**config.mk**
```make
export PLATFORM = sky130hd
export DESIGN_NAME = seq_booth_divider
export DESIGN_NICKNAME = d
export VERILOG_FILES = /design/src/rtl/seq_booth_divider.sv
export SDC_FILE = /design/constraint.sdc
export NUM_CORES = 1
export LEC_CHECK = 0
export CORE_MARGIN = 1
export CORE_UTILIZATION = 52
export CTS_CLUSTER_DIAMETER = 120
export DETAILED_ROUTE_END_ITERATION = 6
export PLACE_DENSITY_LB_ADDON = 0.15
export RECOVER_POWER = 25
export SYNTH_ARGS = -nofsm -noshare
export SYNTH_HDL_FRONTEND = slang
export SYNTH_SLANG_ARGS = --single-unit
```
**constraint.sdc**
```tcl
create_clock -name clk -period 5.5 [get_ports clk]
set_input_delay 1.1 -clock clk [delete_from_list [all_inputs] [get_ports clk]]
set_output_delay 1.1 -clock clk [all_outputs]
set_load 0.05 [all_outputs]
```
**src/rtl/seq_booth_divider.sv**
```systemverilog
// Signed radix-2 restoring divider, one quotient bit per clock; done pulses WIDTH+2 edges after accept (2 on divide-by-zero).
// Backpressure: start is ignored while busy; a start in the done cycle is accepted back-to-back.
module seq_booth_divider #(
  parameter int WIDTH = 32
) (
  input  logic             clk,
  input  logic             rst,
  input  logic             start,
  input  logic [WIDTH-1:0] dividend,
  input  logic [WIDTH-1:0] divisor,
  output logic             busy,
  output logic             done,
  output logic [WIDTH-1:0] quotient,
  output logic [WIDTH-1:0] remainder,
  output logic             div_by_zero
);

  localparam int CW = $clog2(WIDTH + 1);

  typedef enum logic [1:0] {IDLE, RUN, FIX, DONE} state_t;

  state_t          state, state_nxt;
  logic [CW-1:0]   cnt;
  logic [WIDTH:0]  prem;
  logic [WIDTH-1:0] qsh;
  logic [WIDTH-1:0] dvs_mag;
  logic            sgn_dvd, sgn_dvs, dz;
  logic            accept;
  logic [WIDTH:0]  shifted;
  logic [WIDTH:0]  trial;

  assign accept  = start && (state == IDLE || state == DONE);
  assign busy    = (state == RUN) || (state == FIX);
  assign done    = (state == DONE);
  // Partial remainder is one bit wider than the operands so 2^(WIDTH-1) magnitudes never overflow.
  assign shifted = {prem[WIDTH-1:0], qsh[WIDTH-1]};
  assign trial   = shifted - {1'b0, dvs_mag};

  always_ff @(posedge clk or posedge rst) begin
    if (rst) state <= IDLE;
    else     state <= state_nxt;
  end

  always_comb begin
    state_nxt = state;
    case (state)
      IDLE, DONE: begin
        if (accept) state_nxt = (divisor == '0) ? FIX : RUN;
        else        state_nxt = IDLE;
      end
      RUN:     if (cnt == CW'(1)) state_nxt = FIX;
      FIX:     state_nxt = DONE;
      default: state_nxt = IDLE;
    endcase
  end

  always_ff @(posedge clk or posedge rst) begin
    if (rst) begin
      cnt         <= '0;
      prem        <= '0;
      qsh         <= '0;
      dvs_mag     <= '0;
      sgn_dvd     <= 1'b0;
      sgn_dvs     <= 1'b0;
      dz          <= 1'b0;
      quotient    <= '0;
      remainder   <= '0;
      div_by_zero <= 1'b0;
    end else if (accept) begin
      qsh         <= dividend[WIDTH-1] ? -dividend : dividend;
      dvs_mag     <= divisor[WIDTH-1] ? -divisor : divisor;
      sgn_dvd     <= dividend[WIDTH-1];
      sgn_dvs     <= divisor[WIDTH-1];
      dz          <= (divisor == '0);
      prem        <= '0;
      cnt         <= CW'(WIDTH);
      div_by_zero <= 1'b0;
    end else if (state == RUN) begin
      cnt <= cnt - CW'(1);
      if (!trial[WIDTH]) begin
        prem <= trial;
        qsh  <= {qsh[WIDTH-2:0], 1'b1};
      end else begin
        prem <= shifted;
        qsh  <= {qsh[WIDTH-2:0], 1'b0};
      end
    end else if (state == FIX) begin
      // On divide-by-zero qsh still holds the untouched dividend magnitude.
      if (dz) begin
        quotient    <= '1;
        remainder   <= sgn_dvd ? -qsh : qsh;
        div_by_zero <= 1'b1;
      end else begin
        quotient    <= (sgn_dvd ^ sgn_dvs) ? -qsh : qsh;
        remainder   <= sgn_dvd ? -prem[WIDTH-1:0] : prem[WIDTH-1:0];
      end
    end
  end

endmodule

```
==> metrics <==
outcome=finished, violations left; failing checks=capacitance limit, slew limit; detailed-route wire length=31,610 µm; Layout fillers=a little over 2,000; # nets final=1,666; Core Area=between 0.02 and 0.025 mm²; Non-Filler Instances=1,883; Max Clock Freq=about 240 MHz; antenna violations before repair=0; vias per inst=roughly 5.7; global-route wire length before repair=approximately 52,000 µm; PortBufs=about 130; GRT Overall Usage=between 20% and 30%; largest net degree at the start of global routing=between 80 and 90; hold violation count in the final report=0; Clock transition at path regs=roughly 80 ps; Area Overhead vs Synth=16.62%; CTS tree=done; actual slew at the worst max-slew pin=between 1500 and 2000 ps; n_diodes=0; GRT busiest layer=met2; final setup vio count=0; P_sw=about 0.0054 W; Post-CTS Setup Bufs=0; CTS Buf Count=17; Worst setup SP type=primary input; DRT iter0 DRCs=725; Max-slew headroom=-30.36%; sequential share of power=around 25%; Post-Route Utilization=between 60% and 70%; register area share after synthesis=a little over a third; hpwl dp=around 23,000 µm; DRT Pass-1 Iters=6; met1 Track Usage GR=a little over a third; fin crit share=between 70% and 80%; clock power share=a little under an eighth; max_cap viols=3; RSZ-0062 raised after global routing=no; combinational fraction of design power=approximately 63%; Critical Path Fanout Max=5; critical path class=primary input to flop; GRT overflow=0; I/O Pins=between 100 and 150; most frequent cells in the layout=nand2_1 (218), dfrtp_1 (171), o21ai_0 (163); Syn Inst Count=around 1,500; Antenna Violating Nets Remaining=0; vias in the first global route=between 10,000 and 15,000; crit path time final=4105 ps; die height=155.3 µm; commonest non-fill, non-tap cell in the layout=nand2_1; Die ar.=0.02413 mm²; Required @ worst endpoint=between 5000 and 6000 ps; worst hold path class=flop to flop; Hold WS=around 480 ps; via count=roughly 11,000; Yosys cell types=65; main flop type after synthesis=dfrtp_1; Root Driver=clkbuf_16; syn_area_per_cell=between 8 and 9 µm²; met3 usage in global routing=3.175%; post-CTS resize count=0; hold_buf cts=0; drt wl/cell=between 15 and 20 µm; Rows=55; nature of the critical path endpoint=flop; P per Cell Area=729.8 mW/mm²; remaining routing DRC violations=0; Synth Warn #=0; clock sink count=172; final count of pins violating max slew=168; FF+latch count, synth=about 170; LEAKAGE=approximately 5.9 nW; total negative slack=0 ps; Switching Share=around half; Int Pwr=0.005035 W; EDFF count, synth=0; clk_skew=~18 ps; Initial Util=between 50% and 60%; asr flop ratio synth=100.0%; share of layout cells above drive strength 1=4.904%; Pwr Total=0.01041 W; syn_nets=roughly 1,600; worst skew pair latency=about 450 ps; maximum vdd drop=around 720 µV; htree depth=4; critical path arrival=between 4000 and 5000 ps; GPL Wtd Cong=around 0.85; met2 GRT Util=a little under half; cell area after synthesis=0.01223 mm²; die width=155.3 µm; clk buf depth=2; Placed Instances=1,851
## per-stage QoR
stage / area (µm²) / setup WS [ps]
after floorplan: 12230 / 1649
after global placement: 13700 / 1035
after detailed placement: 13700 / 950.5
after CTS: 14280 / 1416
after global routing: 14260 / 1181
final: 14260 / 1395
## cell usage after synthesis (15+ instances only)
master    instances  area [µm²]
nand2_1         219       822.0
dfrtp_1         172        4304
o21ai_0         163       815.8
xor2_1          101       884.6
a21oi_1          91       455.4
nor2_1           89       334.1
clkbuf_1         87       326.6
xnor2_1          77       674.4
inv_1            75       281.5
ha_1             41       513.0
mux2i_1          35       350.3
o31ai_1          32       240.2
a31oi_1          28       175.2
nor3_1           22       110.1
o211ai_1         22       165.2
or3_1            18       112.6
nor2b_1          15       93.84
o41ai_1          15       131.4
or4_1            15       112.6
## worst paths after layout
check | start | slack (ps) | end | cells past startpoint
max | dividend[8] | 1400 | qsh[29] | 10
min | dvs_mag[7] | 480 | dvs_mag[7] | 2
max reg2reg | qsh[31] | 1420 | prem[29] | 11
min reg2reg | dvs_mag[7] | 480 | dvs_mag[7] | 2
max in group asynchronous | rst | 1760 | remainder[28] | 3
min in group asynchronous | rst | 1520 | remainder[7] | 2
## registers in the layout (all words and copies together) (netlist names)
register     count
dvs_mag         32
prem            32
qsh             32
quotient        32
remainder       32
cnt              6
state            2
div_by_zero      1
dz               1
sgn_dvd          1
sgn_dvs          1
## worst max-delay path, stage by stage
cell             delay [ps]
clkdlybuf4s50_1         460
or4_4                   570
or3_1                   360
or3_1                   350
or2_4                   270
or4_4                   500
or2_4                   290
o31ai_4                 240
xor2_1                  170
a21oi_1                  80
## power groups by stage
stage          clock [W]  sequential [W]  combinational [W]
2_1_floorplan          0         0.00304            0.00438
3_3_place_gp           0         0.00263            0.00640
3_5_place_dp           0         0.00264            0.00649
4_1_cts          0.00125         0.00262            0.00654
5_1_grt          0.00130         0.00271            0.00722
6_report         0.00123         0.00262            0.00655
## routing by layer
metal	vias to the layer above	routed length, µm
met5	-	0
met4	0	482
met3	33	1275
met2	243	15370
met1	5184	14480
li1	5325	-
## cell type report
class,count,area [µm²],share of cell area (%)
Inverter,76,286.5,2.009
Clock buffer,18,429.2,3.010
Timing Repair Buffer,145,1415,9.925
Sequential cell,172,4305,30.19
Clock inverter,14,156.4,1.097
Tap cell,313,391.6,2.747
Multi-Input combinational cell,1145,7274,51.02
## cell families (layout without fill, tap and decap cells)
kind of cell | count (synthesis) | after routing | share of synthesized area, %
simple gates | 460 | 460 | 17.46
compound gates | 422 | 422 | 21.00
xor+xnor | 178 | 178 | 12.75
buf+inv | 178 | 253 | 5.536
flops | 172 | 172 | 35.20
mux | 43 | 43 | 3.694
fa+ha+maj | 42 | 42 | 4.359
No activity file was read; power rests on OpenSTA's default activity.
